### config.mk
export PLATFORM = sky130hd
export DESIGN_NAME = mc_ctrl
export DESIGN_NICKNAME = d
export VERILOG_FILES = /design/src/rtl/mc_ctrl.sv
export SDC_FILE = /design/constraint.sdc
export NUM_CORES = 1
export LEC_CHECK = 0
export CAP_MARGIN = 25
export CORE_ASPECT_RATIO = 0.7
export CORE_UTILIZATION = 35
export CTS_CLUSTER_SIZE = 28
export DETAILED_ROUTE_END_ITERATION = 12
export PLACE_DENSITY = 0.65
export SYNTH_ARGS = -nofsm -noshare
export SYNTH_HDL_FRONTEND = slang
export SYNTH_SLANG_ARGS = --single-unit
### constraint.sdc
create_clock -name clk -period 6.9 [get_ports clk]
set_input_delay 1.38 -clock clk [delete_from_list [all_inputs] [get_ports clk]]
set_output_delay 1.38 -clock clk [all_outputs]
set_load 0.02 [all_outputs]
### src/rtl/mc_ctrl.sv
// Multi-cycle MIPS control unit: sequences IF/ID/EXE/MEM/WB, drives datapath
// strobes and selects, stalls on MemRdy and counts retired instructions.
module mc_ctrl #(
  parameter int unsigned CNT_W = 32
) (
  input  logic             clk,
  input  logic             rst,
  input  logic [5:0]       Op,
  input  logic [5:0]       Funct,
  input  logic             Zero,
  input  logic             MemRdy,
  output logic             PCWrite,
  output logic             IRWrite,
  output logic             RegWrite,
  output logic             MemRead,
  output logic             MemWrite,
  output logic [1:0]       EXTOp,
  output logic [2:0]       ALUOp,
  output logic             ALUSrcB,
  output logic             GPRSel,
  output logic             WDSel,
  output logic [1:0]       NPCOp,
  output logic [2:0]       State,
  output logic             Illegal,
  output logic [CNT_W-1:0] InstrCnt
);

  localparam logic [2:0] S_IF  = 3'd0;
  localparam logic [2:0] S_ID  = 3'd1;
  localparam logic [2:0] S_EXE = 3'd2;
  localparam logic [2:0] S_MEM = 3'd3;
  localparam logic [2:0] S_WB  = 3'd4;

  localparam logic [5:0] OP_R    = 6'b000000;
  localparam logic [5:0] OP_ADDI = 6'b001000;
  localparam logic [5:0] OP_ORI  = 6'b001101;
  localparam logic [5:0] OP_LUI  = 6'b001111;
  localparam logic [5:0] OP_LW   = 6'b100011;
  localparam logic [5:0] OP_SW   = 6'b101011;
  localparam logic [5:0] OP_BEQ  = 6'b000100;
  localparam logic [5:0] OP_J    = 6'b000010;

  localparam logic [5:0] F_ADDU = 6'b100001;
  localparam logic [5:0] F_SUBU = 6'b100011;
  localparam logic [5:0] F_AND  = 6'b100100;
  localparam logic [5:0] F_OR   = 6'b100101;
  localparam logic [5:0] F_SLT  = 6'b101010;

  localparam logic [2:0] ALU_ADD = 3'b000;
  localparam logic [2:0] ALU_SUB = 3'b001;
  localparam logic [2:0] ALU_AND = 3'b010;
  localparam logic [2:0] ALU_OR  = 3'b011;
  localparam logic [2:0] ALU_SLT = 3'b100;

  localparam logic [1:0] EXT_ZERO = 2'b00;
  localparam logic [1:0] EXT_SIGN = 2'b01;
  localparam logic [1:0] EXT_HIGH = 2'b10;

  logic [2:0] state, state_nxt;
  logic [5:0] op_q, funct_q;
  logic       retire;

  function automatic logic is_legal(input logic [5:0] op, input logic [5:0] f);
    case (op)
      OP_R:    is_legal = (f == F_ADDU) || (f == F_SUBU) || (f == F_AND) ||
                          (f == F_OR)   || (f == F_SLT);
      OP_ADDI, OP_ORI, OP_LUI, OP_LW, OP_SW, OP_BEQ, OP_J: is_legal = 1'b1;
      default: is_legal = 1'b0;
    endcase
  endfunction

  function automatic logic [2:0] r_alu(input logic [5:0] f);
    case (f)
      F_SUBU:  r_alu = ALU_SUB;
      F_AND:   r_alu = ALU_AND;
      F_OR:    r_alu = ALU_OR;
      F_SLT:   r_alu = ALU_SLT;
      default: r_alu = ALU_ADD;
    endcase
  endfunction

  // State register
  always_ff @(posedge clk or posedge rst) begin
    if (rst) state <= S_IF;
    else     state <= state_nxt;
  end

  // Opcode latch (taken in ID) and retired-instruction counter
  always_ff @(posedge clk or posedge rst) begin
    if (rst) begin
      op_q     <= '0;
      funct_q  <= '0;
      InstrCnt <= '0;
    end else begin
      if (state == S_ID) begin
        op_q    <= Op;
        funct_q <= Funct;
      end
      if (retire) InstrCnt <= InstrCnt + CNT_W'(1);
    end
  end

  // Next-state and retire decode
  always_comb begin
    state_nxt = S_IF;
    retire    = 1'b0;
    case (state)
      S_IF: state_nxt = S_ID;
      S_ID: begin
        if (Op == OP_J) begin
          state_nxt = S_IF;
          retire    = 1'b1;
        end else if (!is_legal(Op, Funct)) begin
          state_nxt = S_IF;
        end else begin
          state_nxt = S_EXE;
        end
      end
      S_EXE: begin
        if (op_q == OP_BEQ) begin
          state_nxt = S_IF;
          retire    = 1'b1;
        end else if (op_q == OP_LW || op_q == OP_SW) begin
          state_nxt = S_MEM;
        end else begin
          state_nxt = S_WB;
        end
      end
      S_MEM: begin
        if (!MemRdy) begin
          state_nxt = S_MEM;
        end else if (op_q == OP_SW) begin
          state_nxt = S_IF;
          retire    = 1'b1;
        end else begin
          state_nxt = S_WB;
        end
      end
      S_WB: begin
        state_nxt = S_IF;
        retire    = 1'b1;
      end
      default: state_nxt = S_IF;
    endcase
  end

  // Moore output decode; everything held at 0 while in reset
  always_comb begin
    PCWrite  = 1'b0;
    IRWrite  = 1'b0;
    RegWrite = 1'b0;
    MemRead  = 1'b0;
    MemWrite = 1'b0;
    EXTOp    = EXT_ZERO;
    ALUOp    = ALU_ADD;
    ALUSrcB  = 1'b0;
    GPRSel   = 1'b0;
    WDSel    = 1'b0;
    NPCOp    = 2'b00;
    Illegal  = 1'b0;
    State    = rst ? S_IF : state;
    if (!rst) begin
      case (state)
        S_IF: begin
          IRWrite = 1'b1;
          PCWrite = 1'b1;
        end
        S_ID: begin
          if (Op == OP_J) begin
            PCWrite = 1'b1;
            NPCOp   = 2'b10;
          end else if (!is_legal(Op, Funct)) begin
            Illegal = 1'b1;
          end
        end
        S_EXE, S_MEM: begin
          case (op_q)
            OP_R:    ALUOp = r_alu(funct_q);
            OP_ADDI: begin EXTOp = EXT_SIGN; ALUSrcB = 1'b1; end
            OP_ORI:  begin EXTOp = EXT_ZERO; ALUSrcB = 1'b1; ALUOp = ALU_OR; end
            OP_LUI:  begin EXTOp = EXT_HIGH; ALUSrcB = 1'b1; ALUOp = ALU_OR; end
            OP_LW, OP_SW: begin EXTOp = EXT_SIGN; ALUSrcB = 1'b1; end
            OP_BEQ: begin
              ALUOp   = ALU_SUB;
              PCWrite = Zero;
              NPCOp   = 2'b01;
            end
            default: ;
          endcase
          if (state == S_MEM) begin
            MemRead  = (op_q == OP_LW);
            MemWrite = (op_q == OP_SW);
          end
        end
        S_WB: begin
          RegWrite = 1'b1;
          GPRSel   = (op_q != OP_R);
          WDSel    = (op_q == OP_LW);
        end
        default: ;
      endcase
    end
  end

endmodule

==> flow_summary.yaml, run 1 <==
outcome:
  outcome: "complete, no violations"
synth:
  synth.net_count: 278
  post_synth.cell_area_avg_um2: 9.75
  synth_warnings: 0
  synth_top_flop_cell: "dfrtp_1"
  synth_edf_count: 0
  synthArstFlopShare_pct: 100
  synth_area_mm2: 0.00254
  ys_seq_elements: 47
  ys_types: 42
  yosysSeqAreaShare_pct: 46.2
  synth_cells: 261
grt:
  grt_max_degree: 33
  grt_usage_pct: 17.8
  grt_overflow_total: 0
  first_global_vias: 2041
  grt_pass1_wl_um: 10800
  antenna_found_initial: 0
setup_path:
  crit_required_ps: 5520
  r2r_setup_slack_ps: 4480
  critPathLaunch: "Op[1]"
  cp_max_fo: 6
  rr_worst_depth: 5
  arrival_ps: 3680
  critPathKind: "input pin to output pin"
  crit_path_start_kind: "input pin"
  r2r-start: "op_q[5]"
  critPathCapture: "PCWrite"
  r2r-end: "InstrCnt[19]"
  end_kind: "output pin"
drt:
  wirelength_um: 6630
  drt_iter0_drc: 141
  ant_nets: 0
  first_pass_iters: 4
  vias: 2268
  avgRoutedWirePerCell_um: 15.7
  via_per_inst: 5.39
  drc: 0
floorplanning:
  die_h_um: 73.3
  start_util_pct: 37.0
  die_w_um: 104
  io_pins: 67
  rows: 25
  die_area_mm2: 0.00762
  core_area_mm2: 0.00688
clock_tree:
  clock_path_buffers: 2
  cts.sinks: 47
  clkTransAtPathRegs_ps: 90
  numCtsBuffers: 5
  cts-resized-gates: 0
  h-tree-depth: 2
  root_buffer: "clkbuf_8"
  hold_buffers: 0
  clkLatencyLatePin_ps: 300
  cts_tree: "built"
  cts_setup_buffers: 0
finish:
  multi_input_area_mm2: 0.00130
  final_common_cell: "clkdlybuf4s50_1"
  antenna_cells: 0
  drive_above_1_share_pct: 8.87
  regArea_mm2: 0.00118
  fin_util_pct: 49.1
  syn2layout_area_growth_pct: 32.6
  layout.nets: 344
  layout_common_cells: "66 x clkdlybuf4s50_1, 47 x dfrtp_1, 30 x nand2_1"
  nFillCells: 652
timing:
  report.final.slew_viol_count: 0
  rsz0062_at_grt: "false"
  relSlewSlack_pct: 62.9
  skew_ps: 14.9
  fin_tns_setup_ps: 0
  min_period_ps: 5060
  fmax_ghz: 0.198
  hold_viol: 0
  finalCritPeriodShare_pct: 73.3
  tightestPinTransition_ps: 555
  setup_viol: 0
  fin_ws_ps: 1840
pwr:
  powerDensity_mw_per_mm2: 241
  vdd_ir_drop_max_uv: 105
  p_leak_nw: 1.29
flow_run:
  cap_violations: 0
place:
  place_hpwl_um: 5000
  place_ws_ps: 1810
  port_buffers: 66
  place_congestion: 0.844
hold_path:
  hold_class: "flip-flop to flip-flop"
-- where the power goes --
part	leakage (nW)	internal [mW]	total, mW	switching, mW
combinational	0.705	0.128	0.255	0.127
clock	0.0440	0.0695	0.163	0.0933
sequential	0.539	0.325	0.397	0.0722
-- synthesized netlist by cell type (3+ instances only) --
cell,number,area (um2)
nor4_1,9,56.3
inv_1,7,26.3
o21ai_0,5,25.0
mux2_2,11,124
nand3_1,11,55.1
nor3_1,17,85.1
nor2b_1,4,25.0
buf_2,3,15.0
nor2_1,21,78.8
xnor2_1,13,114
nand4_1,13,81.3
clkbuf_1,5,18.8
xor2_1,19,166
nor4_2,3,37.5
dfrtp_1,47,1180
and3_1,5,31.3
nand2b_1,4,25.0
and2_1,4,25.0
nand2_1,30,113
-- sequential cells by signal, summed over array words and instances (netlist names) --
name and cells:
funct_q 6, op_q 6, InstrCnt 32, state 3
-- cells by family after synthesis --
family | synth area share (%)
and+or+nand+nor | 29.1
DFF | 46.2
xor gates and xnor gates | 11.0
AOI/OAI and AO/OA | 4.77
buffers and inverters | 2.80
muxes | 5.65
adders and majority gates | 0.492
-- stage by stage --
stage	area (um2)	hold slack (ps)	power [mW]	std cells
4_1_cts	3380	484	0.817	421
2_1_floorplan	2540	473	0.558	261
3_3_place_gp	3290	471	0.653	414
3_5_place_dp	3290	462	0.655	414
5_1_grt	3380	518	0.864	421
6_report	3380	476	0.815	421
-- worst max-delay path, cell delays in order --
cell and delay, ps:
clkdlybuf4s50_1 570, nor4b_1 450, nand2_1 200, a2111oi_0 390, clkdlybuf4s50_1 680
-- worst min path at each step --
stage                       startpoint            to  cells after the start
final                     InstrCnt[31]  InstrCnt[31]                      1
after floorplan             funct_q[5]    funct_q[5]                      1
after CTS                 InstrCnt[31]  InstrCnt[31]                      1
after global routing       InstrCnt[7]   InstrCnt[7]                      1
after detailed placement  InstrCnt[31]  InstrCnt[31]                      1
after global placement    InstrCnt[31]  InstrCnt[31]                      1
-- final cells by class --
class,count,area share [%]
clock buffer,5,2.04
clock inverter,2,0.408
inverter,7,0.778
multi-input combinational,198,38.4
sequential,47,34.8
tap,94,3.48
timing repair buffer,68,20.0
-- layer usage --
layer  global-route usage (%)  routed length [um]  share of wire [%]
met1                     28.0                3420                 52
met2                     26.2                2860                 43
met3                     2.66                 341                5.1
met4                     2.38                  12               0.18
met5                        0                   0                  0
(Power assumes the default switching activity.)
==> run 2: changes to the inputs <==
--- a/config.mk
+++ b/config.mk
@@ -10,7 +10,7 @@
 export CORE_UTILIZATION = 35
 export CTS_CLUSTER_SIZE = 28
 export DETAILED_ROUTE_END_ITERATION = 12
-export PLACE_DENSITY = 0.65
+export PLACE_DENSITY = 0.67
 export SYNTH_ARGS = -nofsm -noshare
 export SYNTH_HDL_FRONTEND = slang
 export SYNTH_SLANG_ARGS = --single-unit
==> constraint.sdc (replaced) <==
create_clock -name clk -period 4.44 [get_ports clk]
set_input_delay 0.888 -clock clk [delete_from_list [all_inputs] [get_ports clk]]
set_output_delay 0.888 -clock clk [all_outputs]
set_load 0.02 [all_outputs]
==> flow_summary.yaml, run 2 (same netlist as run 1, synthesis figures left out) <==
floorplanning:
  start_util_pct: 37.0
  core_area_mm2: 0.00688
  die_w_um: 104
  die_area_mm2: 0.00762
  io_pins: 67
  rows: 25
  die_h_um: 73.3
clock_tree:
  clkTransAtPathRegs_ps: 80
  clkLatencyLatePin_ps: 290
  clock_path_buffers: 2
  cts-resized-gates: 0
  hold_buffers: 0
  cts_tree: "built"
  cts_setup_buffers: 0
  h-tree-depth: 2
  numCtsBuffers: 5
  cts.sinks: 47
  root_buffer: "clkbuf_8"
grt:
  grt_max_degree: 26
  first_global_vias: 2001
  grt_pass1_wl_um: 10700
  grt_overflow_total: 0
  grt_usage_pct: 18.0
  antenna_found_initial: 0
finish:
  antenna_cells: 0
  largest_reg_flops: 32
  layout.nets: 345
  layout_common_cells: "66 x clkdlybuf4s50_1, 47 x dfrtp_1, 30 x nand2_1"
  final_common_cell: "clkdlybuf4s50_1"
  syn2layout_area_growth_pct: 32.5
  stdcell_area_mm2: 0.00337
  top_register: "InstrCnt"
  drive_above_1_share_pct: 8.56
  nFillCells: 656
  top_regs: "InstrCnt: 32 flops, funct_q: 6 flops, op_q: 6 flops"
timing:
  rsz0062_at_grt: "false"
  skew_ps: 4.76
  report.final.slew_viol_count: 0
  fmax_ghz: 0.242
  setup_viol: 0
  fin_tns_setup_ps: 0
  tightestPinTransition_ps: 544
  hold_viol: 0
  relSlewSlack_pct: 63.6
  min_period_ps: 4130
  finalCritPeriodShare_pct: 92.9
flow_run:
  cap_violations: 0
hold_path:
  hold_depth: 1
  hold_class: "flip-flop to flip-flop"
setup_path:
  critPathCapture: "PCWrite"
  r2r-end: "InstrCnt[23]"
  critPathLaunch: "Op[1]"
  cp_max_fo: 6
  r2r_setup_slack_ps: 2000
  end_kind: "output pin"
  crit_required_ps: 3550
  r2r-start: "op_q[5]"
  crit_path_start_kind: "input pin"
  critPathKind: "input pin to output pin"
  arrival_ps: 3240
  rr_worst_depth: 5
drt:
  first_pass_iters: 4
  wirelength_um: 6700
  drc: 0
  ant_nets: 0
  avgRoutedWirePerCell_um: 15.9
  drt_iter0_drc: 187
  via_per_inst: 5.25
  vias: 2212
pwr:
  powerDensity_mw_per_mm2: 372
  p_comb_share_pct: 31.6
  clockPowerShare_pct: 19.1
  netSwitchingFraction_pct: 35.4
  vdd_ir_drop_max_uv: 215
  p_leak_nw: 1.29
  internal_power_mw: 0.809
  seqPwrFrac_pct: 49.3
  netSwitchingPower_mw: 0.444
place:
  port_buffers: 66
  place_congestion: 0.922
  place_hpwl_um: 5120
  place_area_mm2: 0.00330
outcome:
  outcome: "complete, no violations"
## run 2: final cells by class
cell class | instances | area (um2) | area share, %
clock buffer | 6 | 72.6 | 2.15
multi-input combinational | 198 | 1300 | 38.5
inverter | 7 | 26.3 | 0.779
sequential | 47 | 1180 | 34.9
tap | 94 | 118 | 3.49
timing repair buffer | 69 | 683 | 20.3
## run 2: worst min path at each step
stage	end	from	slack, ps
floorplan	funct_q[5]	funct_q[5]	470
global placement	InstrCnt[31]	InstrCnt[31]	470
detailed placement	InstrCnt[31]	InstrCnt[31]	460
CTS	InstrCnt[31]	InstrCnt[31]	490
global route	InstrCnt[31]	InstrCnt[31]	490
finish	InstrCnt[31]	InstrCnt[31]	480
## run 2: power groups by stage
stage | combinational [mW] | sequential (mW) | clock (mW)
2_1_floorplan | 0.283 | 0.584 | 0
3_3_place_gp | 0.396 | 0.620 | 0
3_5_place_dp | 0.395 | 0.623 | 0
4_1_cts | 0.397 | 0.614 | 0.250
5_1_grt | 0.432 | 0.631 | 0.262
6_report | 0.396 | 0.619 | 0.239
## run 2: per-layer routing
layer | track usage, % | up-vias | share of wire (%)
met5 | 0 | - | 0
met3 | 3.19 | 5 | 5.8
met4 | 3.81 | 0 | 0.82
met1 | 29.6 | 1085 | 53
met2 | 23.7 | 64 | 40
li1 | - | 1058 | -
## run 2: stage by stage
step | std cells | power (mW) | utilization, % | hold slack (ps) | setup slack, ps
floorplan | 261 | 0.867 | - | 473 | 346
global placement | 415 | 1.02 | 48.0 | 473 | 382
detailed placement | 415 | 1.02 | 48.0 | 465 | 319
CTS | 421 | 1.26 | 49.0 | 486 | 289
global route | 421 | 1.33 | 49.0 | 494 | 105
finish | 421 | 1.25 | 49.0 | 479 | 314
## run 2: worst max-delay path, stage by stage
cell and delay, ps:
clkdlybuf4s50_1 580, nor4b_1 420, nand2_1 210, a2111oi_0 450, clkdlybuf4s50_1 690
==> run 3: changes to the inputs <==
--- a/config.mk
+++ b/config.mk
@@ -7,6 +7,7 @@
 export LEC_CHECK = 0
 export CAP_MARGIN = 25
 export CORE_ASPECT_RATIO = 0.7
+export CORE_MARGIN = 2
 export CORE_UTILIZATION = 35
 export CTS_CLUSTER_SIZE = 28
 export DETAILED_ROUTE_END_ITERATION = 12
==> flow_summary.yaml, run 3 (same netlist as run 1, synthesis figures left out) <==
finish:
  nFillCells: 653
  top_regs: "InstrCnt: 32 flops, funct_q: 6 flops, op_q: 6 flops"
  largest_reg_flops: 32
  syn2layout_area_growth_pct: 34.1
  layout_common_cells: "66 x clkdlybuf4s50_1, 47 x dfrtp_1, 30 x nand2_1"
  finalNonFillerCells: 423
  multi_input_area_mm2: 0.00130
  layout.nets: 345
  regArea_mm2: 0.00118
  top_register: "InstrCnt"
  final_common_cell: "clkdlybuf4s50_1"
  drive_above_1_share_pct: 9.42
  fin_util_pct: 49.6
  antenna_cells: 0
outcome:
  outcome: "complete, no violations"
setup_path:
  crit_required_ps: 3550
  critPathKind: "input pin to output pin"
  arrival_ps: 3360
  critPathCapture: "PCWrite"
  crit_top_cell: "clkdlybuf4s50_1"
  critPathLaunch: "Op[1]"
  crit_slowest_cell: "clkdlybuf4s50_1"
  cp_num_cells: 5
  r2r_setup_slack_ps: 2030
  path_cells: "clkdlybuf4s50_1 > nor4b_1 > nand2_1 > a2111oi_0 > clkdlybuf4s50_1"
  end_kind: "output pin"
  slowest_delay_ps: 710
  crit_path_start_kind: "input pin"
  cp_max_fo: 6
  r2r-start: "op_q[5]"
  r2r-end: "InstrCnt[31]"
  critPathTopFamily: "buffers and inverters"
  crit_buf_inv: 2
  rr_worst_depth: 5
grt:
  first_global_vias: 2056
  grt_pass1_wl_um: 10700
  antenna_found_initial: 0
  grt_overflow_total: 0
  grt_max_degree: 32
  grt_usage_pct: 17.5
clock_tree:
  cts_setup_buffers: 0
  numCtsBuffers: 5
  cts-resized-gates: 0
  clkTransAtPathRegs_ps: 80
  clkLatencyLatePin_ps: 310
  cts.sinks: 47
  cts_tree: "built"
  h-tree-depth: 2
  clock_path_buffers: 2
  hold_buffers: 0
  root_buffer: "clkbuf_8"
pwr:
  seqPwrFrac_pct: 46.0
  netSwitchingPower_mw: 0.458
  internal_power_mw: 0.872
  p_leak_nw: 1.31
  clockPowerShare_pct: 23.8
  netSwitchingFraction_pct: 34.4
  powerDensity_mw_per_mm2: 390
  vdd_ir_drop_max_uv: 184
  p_comb_share_pct: 30.1
  design_power_total_mw: 1.33
timing:
  fin_tns_setup_ps: 0
  fmax_ghz: 0.235
  whs_ps: 477
  setup_viol: 0
  relSlewSlack_pct: 63.5
  tightestPinTransition_ps: 545
  rsz0062_at_grt: "false"
  hold_viol: 0
  min_period_ps: 4250
  finalCritPeriodShare_pct: 95.8
  report.final.slew_viol_count: 0
  skew_ps: 13.1
drt:
  avgRoutedWirePerCell_um: 15.6
  first_pass_iters: 4
  drc: 0
  vias: 2229
  wirelength_um: 6600
  drt_iter0_drc: 122
  via_per_inst: 5.27
  ant_nets: 0
place:
  place_hpwl_um: 5000
  place_congestion: 0.852
  dp.cells: 415
  port_buffers: 66
flow_run:
  cap_violations: 0
floorplanning:
  rows: 25
  die_area_mm2: 0.00798
  die_w_um: 106
  core_area_mm2: 0.00688
  start_util_pct: 37.0
  io_pins: 67
  die_h_um: 75.3
hold_path:
  hold_class: "flip-flop to flip-flop"
==> run 3: cell types whose count changed in the layout (fill, tap and decap cells not counted) <==
cell | previous run | this run
bufinv_16 | 0 | 1
clkbuf_1 | 1 | 0
clkinv_2 | 0 | 1
clkinv_4 | 0 | 1
==> run 3: power groups by stage <==
stage / clock (mW) / combinational (mW) / sequential [mW]
finish: 0.317 / 0.401 / 0.612
global route: 0.348 / 0.439 / 0.626
CTS: 0.328 / 0.403 / 0.610
detailed placement: 0 / 0.401 / 0.618
global placement: 0 / 0.398 / 0.616
floorplan: 0 / 0.283 / 0.584
==> run 3: how the worst min path moves through the flow <==
| stage | start | to | slack (ps) | cells past startpoint |
|---|---|---|---|---|
| 3_3_place_gp | InstrCnt[31] | InstrCnt[31] | 470 | 1 |
| 6_report | InstrCnt[31] | InstrCnt[31] | 480 | 1 |
| 2_1_floorplan | funct_q[5] | funct_q[5] | 470 | 1 |
| 5_1_grt | InstrCnt[31] | InstrCnt[31] | 500 | 1 |
| 3_5_place_dp | InstrCnt[31] | InstrCnt[31] | 460 | 1 |
| 4_1_cts | InstrCnt[31] | InstrCnt[31] | 490 | 1 |
==> run 3: layer usage <==
metal / vias to the layer above / routed length, um / track usage, %
met5: - / 0 / 0
met4: 0 / 56 / 5.85
met3: 5 / 383 / 2.91
met2: 71 / 2660 / 23.1
met1: 1084 / 3500 / 28.4
li1: 1069 / - / -
==> run 3: layout make-up <==
| class | count | share of cell area [%] |
|---|---|---|
| sequential | 47 | 34.5 |
| timing repair buffer | 69 | 20.0 |
| inverter | 7 | 0.770 |
| clock inverter | 3 | 1.28 |
| tap | 94 | 3.45 |
| multi-input combinational | 198 | 38.0 |
| clock buffer | 5 | 2.02 |
==> run 3: stage by stage <==
stage | setup WS (ps) | instance area, um2
2_1_floorplan | 346 | 2540
3_3_place_gp | 346 | 3300
3_5_place_dp | 247 | 3300
4_1_cts | 227 | 3410
5_1_grt | 5.79 | 3410
6_report | 188 | 3410
==> run 3: worst reg2reg max path: stages (launching register included) <==
cell and delay, ps:
dfrtp_1 430, or4_4 580, or4_4 500, and3_4 270
nor4_1 380, xor2_1 180
